==> src/rtl/subneg_pkg.sv <==
// Shared types and constants for the SUBNEG external-memory bus sequencer.
package subneg_pkg;

  typedef enum logic [2:0] {
    IDLE   = 3'd0,
    ADDR   = 3'd1,
    HOLD   = 3'd2,
    RD     = 3'd3,
    SAMPLE = 3'd4,
    WDATA  = 3'd5,
    WSTB   = 3'd6,
    DONE   = 3'd7
  } state_e;

  localparam logic [7:0] DISP_ADDR_DEFAULT = 8'd21;
  localparam logic [7:0] BUS_DRIVE         = 8'hFF;
  localparam logic [7:0] BUS_RELEASE       = 8'h00;

  // Phase counters count down to zero, so a phase of n cycles loads n-1.
  function automatic logic [3:0] phase_load(input int unsigned n);
    return 4'(n - 1);
  endfunction

endpackage

==> src/rtl/subneg_mem_seq_if.sv <==
// Core request/response and pad-bus signals of the SUBNEG memory sequencer.
// Handshake: the core raises req with we/addr/wdata and holds req until it sees the one-cycle ack pulse.
interface subneg_mem_seq_if;
  logic       req;
  logic       we;
  logic [7:0] addr;
  logic [7:0] wdata;
  logic [7:0] rdata;
  logic       ack;
  logic [7:0] bus_out;
  logic [7:0] bus_oe;
  logic [7:0] bus_in;
  logic       le;
  logic       moe;
  logic       mwe;
  logic [7:0] disp;

  modport master (
    output req, we, addr, wdata, bus_in,
    input  rdata, ack, bus_out, bus_oe, le, moe, mwe, disp
  );

  modport slave (
    input  req, we, addr, wdata, bus_in,
    output rdata, ack, bus_out, bus_oe, le, moe, mwe, disp
  );
endinterface

==> src/rtl/subneg_phase_timer.sv <==
// 4-bit loadable down-counter with zero flag; times the ADDR, RD and WSTB phases.
module subneg_phase_timer (
  input  logic       clk,
  input  logic       rst_n,
  input  logic       load,
  input  logic [3:0] load_val,
  input  logic       dec,
  output logic       zero
);

  logic [3:0] cnt_q, cnt_d;

  always_comb begin
    cnt_d = cnt_q;
    if (load)                     cnt_d = load_val;
    else if (dec && cnt_q != 4'd0) cnt_d = cnt_q - 4'd1;
  end

  always_ff @(posedge clk or negedge rst_n) begin
    if (!rst_n) cnt_q <= 4'd0;
    else        cnt_q <= cnt_d;
  end

  assign zero = (cnt_q == 4'd0);

endmodule

==> src/rtl/subneg_mem_seq.sv <==
// SUBNEG external-memory bus sequencer: core word requests -> LE/MOE/MWE cycles on the muxed pad bus.
// Optional memory-mapped display register enabled by defining SUBNEG_DISPLAY_EN.
module subneg_mem_seq
  import subneg_pkg::*;
#(
  parameter int unsigned LE_CYCLES = 1,
  parameter int unsigned RD_WAIT   = 1,
  parameter int unsigned WR_CYCLES = 1,
  parameter logic [7:0]  DISP_ADDR = DISP_ADDR_DEFAULT
) (
  input  logic             clk,
  input  logic             rst_n,
  subneg_mem_seq_if.slave  io,
  output state_e           state_dbg
);

  state_e     state_q, state_d;
  logic       we_q, we_d;
  logic [7:0] addr_q, addr_d;
  logic [7:0] wdata_q, wdata_d;
  logic       disp_hit_q, disp_hit_d;

  logic       le_q, le_d;
  logic       moe_q, moe_d;
  logic       mwe_q, mwe_d;
  logic       ack_q, ack_d;
  logic [7:0] bus_oe_q, bus_oe_d;
  logic [7:0] bus_out_q, bus_out_d;
  logic [7:0] rdata_q, rdata_d;

  logic       tmr_load;
  logic [3:0] tmr_load_val;
  logic       tmr_dec;
  logic       tmr_zero;
  logic       disp_hit_now;

`ifdef SUBNEG_DISPLAY_EN
  assign disp_hit_now = io.we && (io.addr == DISP_ADDR);
`else
  assign disp_hit_now = io.we && (io.addr == DISP_ADDR) && 1'b0;
`endif

  subneg_phase_timer u_timer (
    .clk      (clk),
    .rst_n    (rst_n),
    .load     (tmr_load),
    .load_val (tmr_load_val),
    .dec      (tmr_dec),
    .zero     (tmr_zero)
  );

  always_comb begin
    state_d      = state_q;
    we_d         = we_q;
    addr_d       = addr_q;
    wdata_d      = wdata_q;
    disp_hit_d   = disp_hit_q;
    tmr_load     = 1'b0;
    tmr_load_val = 4'd0;
    tmr_dec      = 1'b0;
    case (state_q)
      IDLE: begin
        if (io.req) begin
          we_d       = io.we;
          addr_d     = io.addr;
          wdata_d    = io.wdata;
          disp_hit_d = disp_hit_now;
          if (disp_hit_now) begin
            state_d = DONE;
          end else begin
            state_d      = ADDR;
            tmr_load     = 1'b1;
            tmr_load_val = phase_load(LE_CYCLES);
          end
        end
      end
      ADDR: begin
        if (tmr_zero) state_d = HOLD;
        else          tmr_dec = 1'b1;
      end
      HOLD: begin
        if (we_q) begin
          state_d = WDATA;
        end else begin
          state_d      = RD;
          tmr_load     = 1'b1;
          tmr_load_val = phase_load(RD_WAIT);
        end
      end
      RD: begin
        if (tmr_zero) state_d = SAMPLE;
        else          tmr_dec = 1'b1;
      end
      SAMPLE: state_d = DONE;
      WDATA: begin
        state_d      = WSTB;
        tmr_load     = 1'b1;
        tmr_load_val = phase_load(WR_CYCLES);
      end
      WSTB: begin
        if (tmr_zero) state_d = DONE;
        else          tmr_dec = 1'b1;
      end
      DONE:    state_d = IDLE;
      default: state_d = IDLE;
    endcase
  end

  // Pad outputs are registered images of the current state, so every strobe lags the state by one cycle.
  always_comb begin
    le_d      = (state_q == ADDR);
    moe_d     = (state_q == RD) || (state_q == SAMPLE);
    mwe_d     = (state_q == WSTB);
    ack_d     = (state_q == DONE);
    bus_oe_d  = BUS_RELEASE;
    bus_out_d = 8'h00;
    rdata_d   = rdata_q;
    case (state_q)
      ADDR, HOLD: begin
        bus_oe_d  = BUS_DRIVE;
        bus_out_d = addr_q;
      end
      WDATA, WSTB: begin
        bus_oe_d  = BUS_DRIVE;
        bus_out_d = wdata_q;
      end
      DONE: begin
        if (we_q && !disp_hit_q) begin
          bus_oe_d  = BUS_DRIVE;
          bus_out_d = wdata_q;
        end
        // This edge closes the last cycle in which moe is visible on the pads.
        if (!we_q) rdata_d = io.bus_in;
      end
      default: ;
    endcase
  end

  always_ff @(posedge clk or negedge rst_n) begin
    if (!rst_n) begin
      state_q    <= IDLE;
      we_q       <= 1'b0;
      addr_q     <= 8'h00;
      wdata_q    <= 8'h00;
      disp_hit_q <= 1'b0;
      le_q       <= 1'b0;
      moe_q      <= 1'b0;
      mwe_q      <= 1'b0;
      ack_q      <= 1'b0;
      bus_oe_q   <= BUS_RELEASE;
      bus_out_q  <= 8'h00;
      rdata_q    <= 8'h00;
    end else begin
      state_q    <= state_d;
      we_q       <= we_d;
      addr_q     <= addr_d;
      wdata_q    <= wdata_d;
      disp_hit_q <= disp_hit_d;
      le_q       <= le_d;
      moe_q      <= moe_d;
      mwe_q      <= mwe_d;
      ack_q      <= ack_d;
      bus_oe_q   <= bus_oe_d;
      bus_out_q  <= bus_out_d;
      rdata_q    <= rdata_d;
    end
  end

`ifdef SUBNEG_DISPLAY_EN
  logic [7:0] disp_q, disp_d;

  always_comb begin
    disp_d = disp_q;
    if (state_q == DONE && disp_hit_q) disp_d = wdata_q;
  end

  always_ff @(posedge clk or negedge rst_n) begin
    if (!rst_n) disp_q <= 8'h00;
    else        disp_q <= disp_d;
  end

  assign io.disp = disp_q;
`else
  assign io.disp = 8'h00;
`endif

  assign io.le      = le_q;
  assign io.moe     = moe_q;
  assign io.mwe     = mwe_q;
  assign io.ack     = ack_q;
  assign io.bus_oe  = bus_oe_q;
  assign io.bus_out = bus_out_q;
  assign io.rdata   = rdata_q;
  assign state_dbg  = state_q;

endmodule

==> src/flat_wrapper.sv <==
// flat-port wrapper written by rule: the top's interface ports become plain ports
module subneg_mem_seq_flat import subneg_pkg::*;
#(
  parameter int unsigned LE_CYCLES = 1,
  parameter int unsigned RD_WAIT   = 1,
  parameter int unsigned WR_CYCLES = 1,
  parameter logic [7:0]  DISP_ADDR = DISP_ADDR_DEFAULT
)
  (clk, rst_n, state_dbg, io_req, io_we, io_addr, io_wdata, io_bus_in, io_rdata, io_ack, io_bus_out, io_bus_oe, io_le, io_moe, io_mwe, io_disp);
  subneg_mem_seq_if io_i ();
  input  logic clk;
  input  logic rst_n;
  output state_e state_dbg;
  input wire logic [$bits(io_i.req)-1:0] io_req;
  input wire logic [$bits(io_i.we)-1:0] io_we;
  input wire logic [$bits(io_i.addr)-1:0] io_addr;
  input wire logic [$bits(io_i.wdata)-1:0] io_wdata;
  input wire logic [$bits(io_i.bus_in)-1:0] io_bus_in;
  output wire logic [$bits(io_i.rdata)-1:0] io_rdata;
  output wire logic [$bits(io_i.ack)-1:0] io_ack;
  output wire logic [$bits(io_i.bus_out)-1:0] io_bus_out;
  output wire logic [$bits(io_i.bus_oe)-1:0] io_bus_oe;
  output wire logic [$bits(io_i.le)-1:0] io_le;
  output wire logic [$bits(io_i.moe)-1:0] io_moe;
  output wire logic [$bits(io_i.mwe)-1:0] io_mwe;
  output wire logic [$bits(io_i.disp)-1:0] io_disp;
  assign io_i.req = io_req;
  assign io_i.we = io_we;
  assign io_i.addr = io_addr;
  assign io_i.wdata = io_wdata;
  assign io_i.bus_in = io_bus_in;
  assign io_rdata = io_i.rdata;
  assign io_ack = io_i.ack;
  assign io_bus_out = io_i.bus_out;
  assign io_bus_oe = io_i.bus_oe;
  assign io_le = io_i.le;
  assign io_moe = io_i.moe;
  assign io_mwe = io_i.mwe;
  assign io_disp = io_i.disp;
  subneg_mem_seq #(.LE_CYCLES(LE_CYCLES), .RD_WAIT(RD_WAIT), .WR_CYCLES(WR_CYCLES), .DISP_ADDR(DISP_ADDR)) u_core (.clk(clk), .rst_n(rst_n), .io(io_i), .state_dbg(state_dbg));
endmodule
==> config.mk <==
export PLATFORM = sky130hd
export DESIGN_NAME = subneg_mem_seq_flat
export DESIGN_NICKNAME = d
export VERILOG_FILES = /design/src/rtl/subneg_pkg.sv /design/src/rtl/subneg_mem_seq_if.sv /design/src/rtl/subneg_phase_timer.sv /design/src/rtl/subneg_mem_seq.sv /design/src/flat_wrapper.sv
export SDC_FILE = /design/constraint.sdc
export NUM_CORES = 1
export LEC_CHECK = 0
export CORE_UTILIZATION = 50
export CTS_BUF_LIST = sky130_fd_sc_hd__clkbuf_8
export CTS_CLUSTER_SIZE = 8
export DETAILED_ROUTE_END_ITERATION = 7
export MAX_ROUTING_LAYER = met4
export PLACE_DENSITY = 0.85
export SYNTH_ARGS = -nofsm -noshare
export SYNTH_HDL_FRONTEND = slang
export SYNTH_SLANG_ARGS = --single-unit
==> constraint.sdc <==
create_clock -name clk -period 2.8 [get_ports clk]
set_clock_uncertainty 0.2 [all_clocks]
set_input_delay 0.7 -clock clk [delete_from_list [all_inputs] [get_ports clk]]
set_output_delay 0.7 -clock clk [all_outputs]
set_load 0.005 [all_outputs]
### Word level (Yosys, flattened, before mapping)

Index checks and enable logic that the tools add are counted.

| word-level totals | value |
|---|---|
| bits in registers | 52 |
| input bits | 28 |
| logic and storage cells | 55 |

| cells by class | value |
|---|---|
| $add $sub $neg | 1 |
| equality and inequality tests | 11 |
| muxes and demuxes | 17 |
| bitwise logic cells | 1 |
| reductions and logical operators | 13 |

Operators by type and width:

| kind | count |
|---|---|
| $pmux 3 s8 | 1 |
| $pmux 8 s3 | 1 |
| $mux 8 | 2 |
| $pmux 8 s2 | 1 |
| $mux 3 | 5 |
| $eq 3x3->1 const B | 4 |
| $mux 4 | 2 |
| $eq 3x2->1 const B | 2 |
| $ne 2x2->1 const B | 3 |
| $logic_not 4->1 | 1 |
| $mux 1 | 4 |
| $reduce_and 2->1 | 2 |
| $reduce_and 4->1 | 1 |
| $reduce_bool 4->1 | 1 |
| $reduce_or 2->1 | 2 |
| $reduce_or 4->1 | 1 |
| $sub 4x1->4 const B | 1 |
| $eq 3x1->1 const B | 1 |
| $logic_not 3->1 | 1 |
| $pmux 1 s3 | 1 |
| $reduce_or 3->1 | 1 |
| $ne 2x1->1 const B | 1 |
| $reduce_bool 2->1 | 1 |
| $logic_and 1x1->1 | 1 |
| other kinds (2) | 2 |

### Logic depth before layout (Yosys ltp)

Gate-level depths: netlist of run 1.

| logic depth | value |
|---|---|
| word-level depth | 6 |
| gate-level depth with buffers | 5 |
| gate-level depth less buffers | 5 |

### Cells and area by module

A second synthesis of run 1 with hierarchy kept.

| unflattened totals | value |
|---|---|
| cells, all modules | 164 |
| area total of the unflattened synthesis | 2035.7 um^2 |

By module, submodules not included:

| module | times used | cells each | area an instance (um^2) | sequential area each (um^2) |
|---|---|---|---|---|
| subneg_mem_seq | 1 | 137 | 1765.4 | 1026.0 |
| subneg_phase_timer | 1 | 27 | 270.3 | 100.1 |

### Worst setup path after synthesis of run 1

No wires, ideal clock.

| timing | value |
|---|---|
| path kind | input -> register |
| from | in io_req |
| to | reg u_core.wdata_q[2] |
| library setup time | 0.125 ns |
| arrival time | 1.512 ns |
| data required time | 2.475 ns |
| path slack | 0.963 ns |
| cell stages on the path | 3 |
| cell sequence | nor4b_2 > buf_2 > mux2_2 |

| between the ends | value |
|---|---|
| longest elaborated chain between the ends | 1 |

Ends and longest elaborated chain:

| element | RTL line | text |
|---|---|---|
| start, declared | flat_wrapper.sv:14 | `input wire logic [$bits(io_i.req)-1:0] io_req;` |
| $reduce_and 2->1 (no line) | n/a |  |
| end signal, assigned | subneg_mem_seq.sv:157 | `wdata_q <= wdata_d;` |
| end, declared | subneg_mem_seq.sv:20 | `logic [7:0] wdata_q, wdata_d;` |

No other way between the ends.
A chain may end at the register's enable or synchronous reset.

==> metrics.md, run 1 <==
| Metric | Value |
|---|---|
| Status | finished clean |
| Worst setup margin | slightly above 600 ps |
| Delay-heaviest family, CP | buffers and inverters |
| Actual slew at the worst max-slew pin | ~520 ps |
| Layout area overhead | 33.38% |
| DR DRC count | 0 |
| Yosys warns | 0 |
| Worst path buffer plus inverter count | 1 |
| Routed Antenna Nets | 0 |
| CTS Buffer Depth | 2 |
| Avg Vias per Cell | 5.245 |
| CTS Hold Buffers Added | 0 |
| Syn Area/Cell | 13.18 um2 |
| CTS tree | yes |
| Skew-Pair Late Insertion Delay | around 290 ps |
| Core Footprint | 0.003744 mm2 |
| Worst EP required | 1900 ps |
| Worst min path class | in2async |
| Chip Width | 65.10 um |
| Max stage delay on crit path | about 540 ps |
| IO Port Bufs | 58 |
| Die height | 65.10 um |
| Share of layout cells above drive strength 1 | 18.18% |
| # rows | 22 |
| GRT Overall Usage | 20.82% |
| Library cells used by synthesis | 39 |
| Post-synth EDFFs | 0 |
| Max-slew violations | 0 |
| Final min period | 2187 ps |
| Routed wire length | 3752 um |
| Setup crit start | u_core.io.bus_oe[6]$_DFF_PN0_ |
| Final-report hold violation count | 0 |
| Startpoint Class | register |
| Initial Util | around 53% |
| First-pass GRT wire length | 6368 um |
| CTS resizes | 0 |
| Seq cells post-synth | 45 |
| CP Max Fanout | 8 |
| Dpl hpwl | 2773 um |
| Total gr overflow | 0 |
| # nets final | 237 |
| Part of the Yosys area used for sequential elements | a little under three fifths |
| Crit end category | primary output |
| Drt initial violations | 44 |
| Fmax | 457.3 MHz |
| PwrDens | approximately 1100 mW/mm2 |
| Period utilization | 78.11% |
| Clock sink count | 45 |
| Slew HR | 65.37% |
| Main synth FF type | dfrtp_1 |
| Number of setup violations in the final report | 0 |
| Ant. Diodes | 0 |
| CP arrival | 1290 ps |
| Pleak | 1.153 nW |
| Postcts setup bufs | 0 |
| Critical-path top delay cell | clkdlybuf4s50_1 |
| RSZ-0062 raised after global routing | no |
| Peak VDD IR | 0.0004747 V |
| Clock root buffer | clkbuf_8 |
| Vias in the first global route | ~1,400 |
| Place WS | about 420 ps |
| Crit path cell chain | clkdlybuf4s50_1 |
| Flop2flop setup slack | ~900 ps |
| I/O Pins | 67 |
| RD Place Congestion | around 0.8 |
| Initial antenna violation count | 0 |
| Via count | roughly 1,300 |
| FFs w/ async S/R, synth | 100.0% |
| Routed length per instance | 14.60 um |
| Die footprint | 0.004237 mm2 |
| Clk slew on worst S/H paths | 90 ps |
| Kind of critical path | reg2out |
| TNS Setup | 0 ps |
| First-pass iteration count of the detailed router | 4 |
| Synthesized area | 0.001991 mm2 |
| Cts bufs inserted | 5 |
| Max-cap viol count | 0 |
| Largest net degree at the start of global routing | 26 |
| Reg2reg start | u_core.u_timer.cnt_q[1]$_DFFE_PN0P_ |
| H-tree levels | 2 |
| Cells after synthesis | 151 |
## per-stage QoR
stage | total power, W | instances | instance area [um2] | hold WS [ps] | util (%)
final | 0.002918 | 257 | 2655 | 172.4 | 70.92
after global routing | 0.003129 | 257 | 2655 | 213.2 | 70.92
after CTS | 0.002941 | 257 | 2655 | 184.8 | 70.92
after detailed placement | 0.002517 | 249 | 2556 | 277.4 | 68.28
after global placement | 0.002432 | 249 | 2556 | 273.2 | 68.28
after floorplan | 0.001950 | 158 | 2017 | 204.4 | -
## area by class of cell
| class | count | area [um2] |
|---|---|---|
| clock buffer | 6 | 82.58 |
| clock inverter | 2 | 16.27 |
| fill | 269 | 1089 |
| inverter | 5 | 18.77 |
| multi-input combinational | 87 | 730.7 |
| sequential | 45 | 1126 |
| tap | 48 | 60.06 |
| timing repair buffer | 64 | 620.6 |
## layer usage
metal	global-route usage [%]	wire length, um
met5	-	0
met4	8.152	65
met3	4.688	218
met2	34.64	1882
met1	24.74	1586
## cell usage after synthesis, types with 2 or more instances
| master | n | area (um2) |
|---|---|---|
| buf_4 | 18 | 135.1 |
| nand2_1 | 5 | 18.77 |
| nand4b_1 | 2 | 17.52 |
| nand3b_1 | 2 | 15.01 |
| inv_1 | 5 | 18.77 |
| buf_2 | 3 | 15.01 |
| a31oi_1 | 2 | 12.51 |
| nor2_1 | 2 | 7.510 |
| o21ai_0 | 4 | 20.02 |
| o22ai_1 | 2 | 12.51 |
| a22o_1 | 9 | 78.83 |
| mux2i_1 | 2 | 20.02 |
| and3_1 | 2 | 12.51 |
| mux2_2 | 16 | 180.2 |
| mux2_1 | 8 | 90.09 |
| dfrtp_1 | 45 | 1126 |
| nand2b_1 | 2 | 12.51 |
## where the power goes
part / switching [W] / leakage [nW] / internal [W]
Sequential: 0.000169 / 0.549 / 0.000960
Clock: 0.000220 / 0.0478 / 0.000203
Combinational: 0.000559 / 0.556 / 0.000807
## sequential cells by signal (all words and copies together) (netlist names)
name	count
u_core.addr_q	8
u_core.io.ack	1
u_core.io.bus_oe	1
u_core.io.bus_out	8
u_core.io.le	1
u_core.io.moe	1
u_core.io.mwe	1
u_core.io.rdata	8
u_core.state_dbg	3
u_core.u_timer.cnt_q	4
u_core.wdata_q	8
u_core.we_q	1
## final timing paths
path                       depth (start not counted)                             endpoint
max                                                1                         io_bus_oe[1]
min                                                1       u_core.io.rdata[4]$_DFFE_PN0P_
max reg2reg                                        5  u_core.u_timer.cnt_q[0]$_DFFE_PN0P_
min reg2reg                                        1       u_core.io.rdata[2]$_DFFE_PN0P_
max in group asynchronous                          2       u_core.io.rdata[0]$_DFFE_PN0P_
min in group clk                                   1       u_core.io.rdata[2]$_DFFE_PN0P_
## cells by family (layout without fill, tap and decap cells)
kind of cell / after synthesis / count (layout) / share of synthesized area [%]
other: 1 / 8 / 0.1884
DFF: 45 / 45 / 56.57
buffers and inverters: 26 / 77 / 8.485
AOI/OAI and AO/OA: 25 / 25 / 10.50
and+or+nand+nor: 26 / 26 / 8.612
muxes: 26 / 26 / 14.58
adders and majority gates: 1 / 1 / 0.6284
xor gates and xnor gates: 1 / 1 / 0.4401
## cell usage in the layout, fill, tap and decap left out, types with 4 or more instances in the layout
cell type / count
buf_4: 6
o21ai_0: 4
clkbuf_8: 6
clkdlybuf4s50_1: 57
inv_1: 5
dfrtp_1: 45
mux2_2: 16
nand2_1: 5
mux2_1: 8
conb_1: 8
a22o_1: 9
(Power assumes the default switching activity.)
==> run 2: changes to the inputs <==
Settings changed: CORE_UTILIZATION 50 to 42, PLACE_DENSITY 0.85 to 0.76.
Clock period 2.8 ns to 2 ns, I/O delays scaled along.
==> metrics.md, run 2 (same netlist as run 1, synthesis figures left out) <==
| Metric | Value |
|---|---|
| Final min period | ~1900 ps |
| # rows | 24 |
| Clock root buffer | clkbuf_8 |
| Actual slew at the worst max-slew pin | 550.6 ps |
| Setup crit start | u_core.state_dbg[1]$_DFFE_PN0P_ |
| Worst EP required | between 1000 and 1500 ps |
| Max-cap viol count | 0 |
| # nets final | between 200 and 250 |
| RD Place Congestion | between 0.7 and 0.8 |
| First-pass GRT wire length | about 6600 um |
| Clock sink count | 45 |
| I/O Pins | 67 |
| Share of layout cells above drive strength 1 | about 20% |
| Status | complete, but fails checks |
| DR DRC count | 16 |
| Routed wire length | 3827 um |
| Largest net degree at the start of global routing | 46 |
| Most common cell after layout, fill and taps aside | clkdlybuf4s50_1 |
| Initial antenna violation count | 0 |
| Die footprint | ~0.005 mm2 |
| Area post-placement | 0.002574 mm2 |
| Period utilization | between 90% and 100% |
| Reg2reg start | u_core.u_timer.cnt_q[1]$_DFFE_PN0P_ |
| IO Port Bufs | a little under 60 |
| Drt initial violations | 96 |
| Pleak | 1.167 nW |
| Kind of critical path | reg2out |
| Chip Width | approximately 70 um |
| First-pass iteration count of the detailed router | 8 |
| H-tree levels | 2 |
| Avg Vias per Cell | slightly above 5 |
| CP Max Fanout | 3 |
| Fill count | between 300 and 400 |
| Flop2flop setup slack | 90 ps |
| Cts bufs inserted | 5 |
| Crit path cell chain | clkdlybuf4s50_1 |
| Startpoint Class | register |
| Max-slew violations | 0 |
| Worst Reg2Reg Path Length in Cells | 5 |
| Max stage delay on crit path | 530 ps |
| Worst reg2reg path endpoint | u_core.u_timer.cnt_q[0]$_DFFE_PN0P_ |
| Failing checks | DRC |
| Post-route cell area | 0.002685 mm2 |
| Clk slew on worst S/H paths | 80 ps |
| Ant. Diodes | 0 |
| Delay-heaviest family, CP | buffers and inverters |
| CTS Buffer Depth | 2 |
| Worst min path class | in2async |
| Worst path buffer plus inverter count | 1 |
| Peak VDD IR | 0.0004501 V |
| RSZ-0062 raised after global routing | no |
| Vias in the first global route | 1,387 |
| Skew-Pair Late Insertion Delay | roughly 290 ps |
| Fmax | 515.3 MHz |
| Via count | approximately 1,400 |
| Dpl hpwl | 2829 um |
| Fin Hold WS | 70.92 ps |
| Routed Antenna Nets | 0 |
| GRT Overall Usage | about 18% |
| Core Footprint | roughly 0.0044 mm2 |
| Number of setup violations in the final report | 0 |
| Slew HR | 63.29% |
| Crit end category | primary output |
| Critical-path top delay cell | clkdlybuf4s50_1 |
| CTS tree | yes |
| Total gr overflow | 0 |
| Final-report hold violation count | 0 |
| Most frequent cells in the layout | 56 x clkdlybuf4s50_1, 42 x dfrtp_1, 16 x mux2_2 |
| Initial Util | 44.79% |
| CP arrival | 1240 ps |
| Routed length per instance | 14.61 um |
| PwrDens | between 1500 and 2000 mW/mm2 |
| Die height | 70.85 um |
| Layout area overhead | 34.88% |
run 2: per-layer routing:
| layer | global-route usage [%] | share of wire (%) | vias up |
|---|---|---|---|
| met2 | 30.77 | 53 | 61 |
| met1 | 19.45 | 40 | 658 |
| met5 | - | 0 | - |
| li1 | - | - | 631 |
| met3 | 3.561 | 6.3 | 5 |
| met4 | 7.778 | 0.99 | 0 |
run 2: power by group:
group / switching [W] / internal, W
Combinational: 0.000759 / 0.00116
Sequential: 0.000272 / 0.00135
Clock: 0.000285 / 0.000312
run 2: per-stage QoR:
stage	utilization (%)	power, W	std cells	setup WS [ps]	setup TNS, ps
3_5_place_dp	57.91	0.003547	253	-117.6	-1621
3_3_place_gp	57.91	0.003432	253	-84.66	-1343
4_1_cts	60.25	0.004158	261	19.84	0
2_1_floorplan	-	0.002730	158	304.4	0
6_report	60.42	0.004136	262	59.41	0
5_1_grt	60.42	0.004410	262	6.553	0
run 2: area by class of cell:
cell class,instances,area (um2),area share (%)
tap,52,65.06,2.423
sequential,45,1130,42.08
inverter,5,18.77,0.6990
clock buffer,7,96.34,3.588
multi-input combinational,87,730.7,27.21
timing repair buffer,65,639.4,23.81
clock inverter,1,5.005,0.1864
run 2: repair_timing:
item                       CTS  global route
pin swaps                    0             0
gates resized for setup      4             0
setup endpoints to repair   10             1
setup buffers                0             1
hold buffers                 0             0
run 2: how the worst max path moves through the flow:
stage	end	slack (ps)	cells after the start
2_1_floorplan	u_core.u_timer.cnt_q[0]$_DFFE_PN0P_	300	5
3_3_place_gp	u_core.wdata_q[4]$_DFFE_PN0P_	-80	4
3_5_place_dp	u_core.addr_q[7]$_DFFE_PN0P_	-120	4
4_1_cts	state_dbg[0]	20	1
5_1_grt	io_bus_oe[2]	7	1
6_report	state_dbg[1]	60	1
==> run 3: changes to the inputs <==
Settings changed: CORE_MARGIN from default to 1.5, SLEW_MARGIN from default to 25.
==> metrics.md, run 3 (same netlist as run 1, synthesis figures left out) <==
| Metric | Value |
|---|---|
| RSZ-0062 raised after global routing | no |
| Max stage delay on crit path | ~520 ps |
| H-tree levels | 2 |
| Area post-placement | 0.002574 mm2 |
| Worst setup margin | 68.69 ps |
| Avg Vias per Cell | 5.124 |
| Comb pwr share | 48.7% |
| Routed length per instance | between 15 and 20 um |
| Startpoint Class | register |
| Dpl hpwl | 2900 um |
| I/O Pins | 67 |
| Clock root buffer | clkbuf_8 |
| Final core occ | 60.92% |
| IO Port Bufs | just under 60 |
| Worst min path class | in2async |
| Post-route cell area | 0.002708 mm2 |
| Peak VDD IR | 0.0004852 V |
| Most common cell after layout, fill and taps aside | clkdlybuf4s50_1 |
| Skew-Pair Late Insertion Delay | 290 ps |
| Actual slew at the worst max-slew pin | 551.4 ps |
| Layout area overhead | 36.02% |
| Max-cap viol count | 0 |
| Routed Antenna Nets | 0 |
| Pleak | roughly 1.2 nW |
| Share of layout cells above drive strength 1 | 21.40% |
| Clock sink count | 45 |
| Worst Reg2Reg Path Length in Cells | 5 |
| Seq pwr share | 38.7% |
| CP Max Fanout | 8 |
| Critical Path Stages | 1 |
| Status | complete, but fails checks |
| Number of setup violations in the final report | 0 |
| Crit end category | primary output |
| Failing checks | DRC |
| First-pass GRT wire length | ~6500 um |
| Clk slew on worst S/H paths | 80 ps |
| # rows | 24 |
| Slew HR | between 60% and 70% |
| Period utilization | a little over nine tenths |
| CTS Hold Buffers Added | 0 |
| Critical-path top delay cell | clkdlybuf4s50_1 |
| Routed wire length | 4034 um |
| Vias in the first global route | 1,357 |
| Crit path cell chain | clkdlybuf4s50_1 |
| Cell internal pwr | 0.002805 W |
| Kind of critical path | reg2out |
| Delay-heaviest family, CP | buffers and inverters |
| Worst path buffer plus inverter count | 1 |
| Initial Util | 44.79% |
| # nets final | 243 |
| DR DRC count | 6 |
| Die height | 71.85 um |
| Sw power | roughly 0.0013 W |
| Cts bufs inserted | 5 |
| Ant. Diodes | 0 |
| GRT Overall Usage | between 10% and 20% |
| Max-slew violations | 0 |
| CP arrival | 1230 ps |
| Via count | 1,368 |
| Worst EP required | approximately 1300 ps |
| Final-report hold violation count | 0 |
| Core Footprint | 0.004444 mm2 |
| CTS Buffer Depth | 2 |
| Total gr overflow | 0 |
| PwrDens | 1532 mW/mm2 |
| Largest net degree at the start of global routing | 46 |
| Fmax | 517.8 MHz |
| CTS tree | yes |
| Drt initial violations | 70 |
| Final min period | approximately 1900 ps |
| Initial antenna violation count | 0 |
| Switching Fraction | 32.38% |
| Most frequent cells in the layout | 57 x clkdlybuf4s50_1, 41 x dfrtp_1, 16 x mux2_2 |
| First-pass iteration count of the detailed router | 8 |
| Die footprint | 0.005162 mm2 |
| Clock power frac | 12.6% |
| Place WS | -141.2 ps |
| RD Place Congestion | 0.7892 |
| Chip Width | 71.85 um |
-- run 3: power by group through the flow --
| stage | clock, W | sequential, W | combinational (W) |
|---|---|---|---|
| finish | 0.000523 | 0.00160 | 0.00202 |
| CTS | 0.000541 | 0.00164 | 0.00192 |
| global placement | 0 | 0.00161 | 0.00182 |
| detailed placement | 0 | 0.00165 | 0.00191 |
| global route | 0.000581 | 0.00166 | 0.00222 |
| floorplan | 0 | 0.00160 | 0.00113 |
-- run 3: timing repair --
action | CTS | global route
endpoints found under the setup margin | 6 | 3
hold endpoints to repair | 0 | 0
gates resized for setup | 4 | 0
buffers inserted | 0 | 6
-- run 3: area by class of cell --
cell class | count | area (um2)
clock inverter | 3 | 15.01
tap | 52 | 65.06
timing repair buffer | 70 | 678.2
multi-input combinational | 87 | 730.7
clock buffer | 5 | 68.82
fill | 343 | 1737
inverter | 5 | 18.77
sequential | 45 | 1131
-- run 3: metal layers --
| metal | GRT usage (%) | vias to the layer above | share of wire [%] |
|---|---|---|---|
| met1 | 18.76 | 669 | 39 |
| met2 | 30.14 | 56 | 54 |
| met5 | - | - | 0 |
| met4 | 7.547 | 0 | 0.99 |
| li1 | - | 639 | - |
| met3 | 3.516 | 4 | 5.7 |
-- run 3: final timing paths --
check                                               startpoint                             endpoint  slack, ps
setup / recovery                 u_core.io.bus_oe[6]$_DFF_PN0_                         io_bus_oe[2]         70
hold / removal                                           rst_n        u_core.wdata_q[3]$_DFFE_PN0P_         70
setup reg to reg           u_core.u_timer.cnt_q[1]$_DFFE_PN0P_  u_core.u_timer.cnt_q[3]$_DFFE_PN0P_        140
hold reg to reg                 u_core.io.rdata[1]$_DFFE_PN0P_       u_core.io.rdata[1]$_DFFE_PN0P_        290
max in group asynchronous                                rst_n      u_core.state_dbg[2]$_DFFE_PN0P_       1120
min in group clk                u_core.io.rdata[1]$_DFFE_PN0P_       u_core.io.rdata[1]$_DFFE_PN0P_        290
-- run 3: stage by stage --
stage	TNS, ps	hold slack [ps]	instances	total power (W)
floorplan	0	4.409	158	0.002730
global placement	-1200	273.8	253	0.003430
finish	0	71.36	267	0.004148
global route	0	118.3	267	0.004464
detailed placement	-2028	280.1	253	0.003557
CTS	0	86.89	261	0.004095
==> edit (flow settings as in run 3) <==
`addr_q`, `wdata_q` and `rdata_q` no longer have a reset.
--- a/src/rtl/subneg_mem_seq.sv
+++ b/src/rtl/subneg_mem_seq.sv
@@ -140,8 +140,6 @@
     if (!rst_n) begin
       state_q    <= IDLE;
       we_q       <= 1'b0;
-      addr_q     <= 8'h00;
-      wdata_q    <= 8'h00;
       disp_hit_q <= 1'b0;
       le_q       <= 1'b0;
       moe_q      <= 1'b0;
@@ -149,12 +147,9 @@
       ack_q      <= 1'b0;
       bus_oe_q   <= BUS_RELEASE;
       bus_out_q  <= 8'h00;
-      rdata_q    <= 8'h00;
     end else begin
       state_q    <= state_d;
       we_q       <= we_d;
-      addr_q     <= addr_d;
-      wdata_q    <= wdata_d;
       disp_hit_q <= disp_hit_d;
       le_q       <= le_d;
       moe_q      <= moe_d;
@@ -162,8 +157,13 @@
       ack_q      <= ack_d;
       bus_oe_q   <= bus_oe_d;
       bus_out_q  <= bus_out_d;
-      rdata_q    <= rdata_d;
     end
+  end
+
+  always_ff @(posedge clk) begin
+    addr_q  <= addr_d;
+    wdata_q <= wdata_d;
+    rdata_q <= rdata_d;
   end
 
 `ifdef SUBNEG_DISPLAY_EN
Function: differs if rst_n is asserted again (counterexample within 10 cycles, from zero or initial values and one cycle with rst_n low); with rst_n held inactive, the same outputs for 10 cycles.
==> edit against run 3 <==
Sequential share of layout area up 7.5 points; wire length decreased by 14%; total power fell by 12%; die area shrank 6.9%; via count down 15%; synthesized cell count is 15% lower; synthesized area down 7.2%; setup slack got worse by 29 ps; critical path depth grew 3; final area is 6.3% lower; largest cell class unchanged; sequential cell count is the same.
==> edit: results (changes against run 3) <==
* Status: finished, final reports clean
- The proportion of layout cells with a drive suffix above 1 was 11.4% (-10 points).
- Cell at the root of the clock tree: sky130_fd_sc_hd__clkbuf_8
- Wire length of the first global-routing pass: 5610 µm (-14%)
- CTS max path bufs: 2 (unchanged)
- By count the netlist is led by sky130_fd_sc_hd__edfxtp_1, sky130_fd_sc_hd__dfrtp_1, sky130_fd_sc_hd__buf_4, sky130_fd_sc_hd__a22o_1, sky130_fd_sc_hd__inv_1.
* Average footprint of a synthesized cell: 14.3 µm² (+8.7%)
* Critical path peak fanout: 16 (+8)
- Post-DP Area: 0.00241 mm² (-6.2%)
- The via count of the first global-routing pass is 1182 (-13%).
* H-tree levels: 2 (unchanged)
- Synth warn: 0 (unchanged)
* Final net count: 213 (-12%)
* Port Buffer Count: 58 (unchanged)
- Clock edge transition at the registers on the reported setup and hold paths: 90 ps
* TritonRoute pass-1 iters: 4 (-4)
- Total routed wirelength: 3460 µm (-14%)
- The number of synthesized flops with an enable pin is 24 (+24).
- Yosys cell types: 42 (+7.7%)
- Global placement routability congestion: 0.800 (+1.3%)
- The share of flip-flops with an asynchronous set or reset after synthesis was 46.7% (-53 points).
* Hold Path Class: flip-flop to flip-flop
* Number of vias per cell after detailed routing: 4.95 (-3.3%)
- Sequential share of the synthesized area: 67.4% (+11 points)
* Worst Setup Slack post-DPL: -268 ps (-126 ps)
- Number of clock buffers inserted by TritonCTS: 5 (unchanged)
* Detailed-placement wirelength estimate: 2490 µm (-14%)
- The fmax is 0.510 GHz (-1.5%).
- Top cells by area, synth: sky130_fd_sc_hd__edfxtp_1, sky130_fd_sc_hd__dfrtp_1, sky130_fd_sc_hd__buf_4
- The violation count after the first detailed-routing iteration is 40 (-43%).
* Antenna fix cells: 0 (unchanged)
- The largest net degree at the start of global routing came to 22 (-52%).
* Arrival time at the worst endpoint: 1770 ps (+540 ps)
- The slew at the pin with the worst max-slew slack came to 579 ps (+27.7 ps).
- Initial antenna violation count: 0 (unchanged)
- The via count came to 1164 (-15%).
- Cells after DPL: 227 (-10%)
- For the worst-skew pair, the clock arrives at the later sink with an insertion delay of 300 ps.
- The leakage dissipation is 1.05 nW (-11%).
- Overall fraction of global-route tracks in use: 15.7% (-1.5 points)
- Register-to-register setup slack: 100 ps (-40 ps)
- The worst-case vdd ir drop is 0.604 mV (+24%).
[edit: cell count changes after synthesis, sizes merged, moves of 3 or more]
| cell | before | now |
|---|---|---|
| a21oi | 0 | 3 |
| dfrtp | 45 | 21 |
| edfxtp | 0 | 24 |
| mux2 | 24 | 1 |
| nand2 | 6 | 3 |
| nand4 | 0 | 3 |
[edit: worst paths after layout]
path | startpoint | to | depth (start not counted)
max in group asynchronous | rst_n | u_core.io.bus_oe[6]$_DFF_PN0_ | 2
worst min register to register | u_core.wdata_q[7]$_DFFE_PP_ | u_core.io.bus_out[7]$_DFF_PN0_ | 1
min in group asynchronous | rst_n | u_core.io.bus_out[7]$_DFF_PN0_ | 2
worst max-delay path | io_req | u_core.wdata_q[4]$_DFFE_PP_ | 4
worst max register to register | u_core.u_timer.cnt_q[0]$_DFFE_PN0P_ | u_core.state_dbg[1]$_DFFE_PN0P_ | 5
worst min-delay path | u_core.wdata_q[7]$_DFFE_PP_ | u_core.io.bus_out[7]$_DFF_PN0_ | 1
[edit: kinds of logic (layout without fill, tap and decap cells)]
group,count (synthesis),after routing,synth area share [%]
other,1,8,0.203
AO/OA/AOI/OAI,24,24,10.7
multiplexers,3,3,1.90
AND/OR/NAND/NOR,25,25,8.94
flip-flops,45,45,67.4
XOR/XNOR,1,1,0.474
adder cells (fa/ha/maj),1,1,0.677
buffers and inverters,29,78,9.68
[edit: area by class of cell]
type                       instances  area (µm²)
clock buffer                       5        68.8
clock inverter                     3        42.5
fill                             319        1580
inverter                           7        26.3
multi-input combinational         62         449
sequential                        45        1250
tap                               50        62.6
timing repair buffer              63         638
[edit: critical path, cell delays in order]
cell and delay [ps]:
sky130_fd_sc_hd__clkdlybuf4s50_1 470, sky130_fd_sc_hd__or4b_4 520, sky130_fd_sc_hd__inv_1 120, sky130_fd_sc_hd__buf_12 160
[edit: through the flow]
stage	setup TNS (ps)	hold slack [ps]
final	0	257
after global routing	0	296
after CTS	0	263
after detailed placement	-4440	249
after global placement	-4100	244
after floorplan	0	4.41
[edit: what timing repair did]
| action | in CTS | in global routing |
|---|---|---|
| pin swaps | 0 | 0 |
| hold endpoints to repair | 0 | 0 |
| resized for setup | 2 | 3 |
| setup endpoints to repair | 6 | 3 |
| setup buffers | 0 | 0 |
[edit: metal layers]
metal / GRT usage [%] / part of all wire [%]
met4: 7.63 / 1.8
met5: - / 0
met3: 3.49 / 5.6
met1: 17.8 / 40
met2: 26.2 / 52
[edit: power by group]
part | switching [W] | internal (W)
clock | 0.000303 | 0.000370
sequential | 0.000160 | 0.00127
combinational | 0.000706 | 0.000866
total | 0.00117 | 0.00250
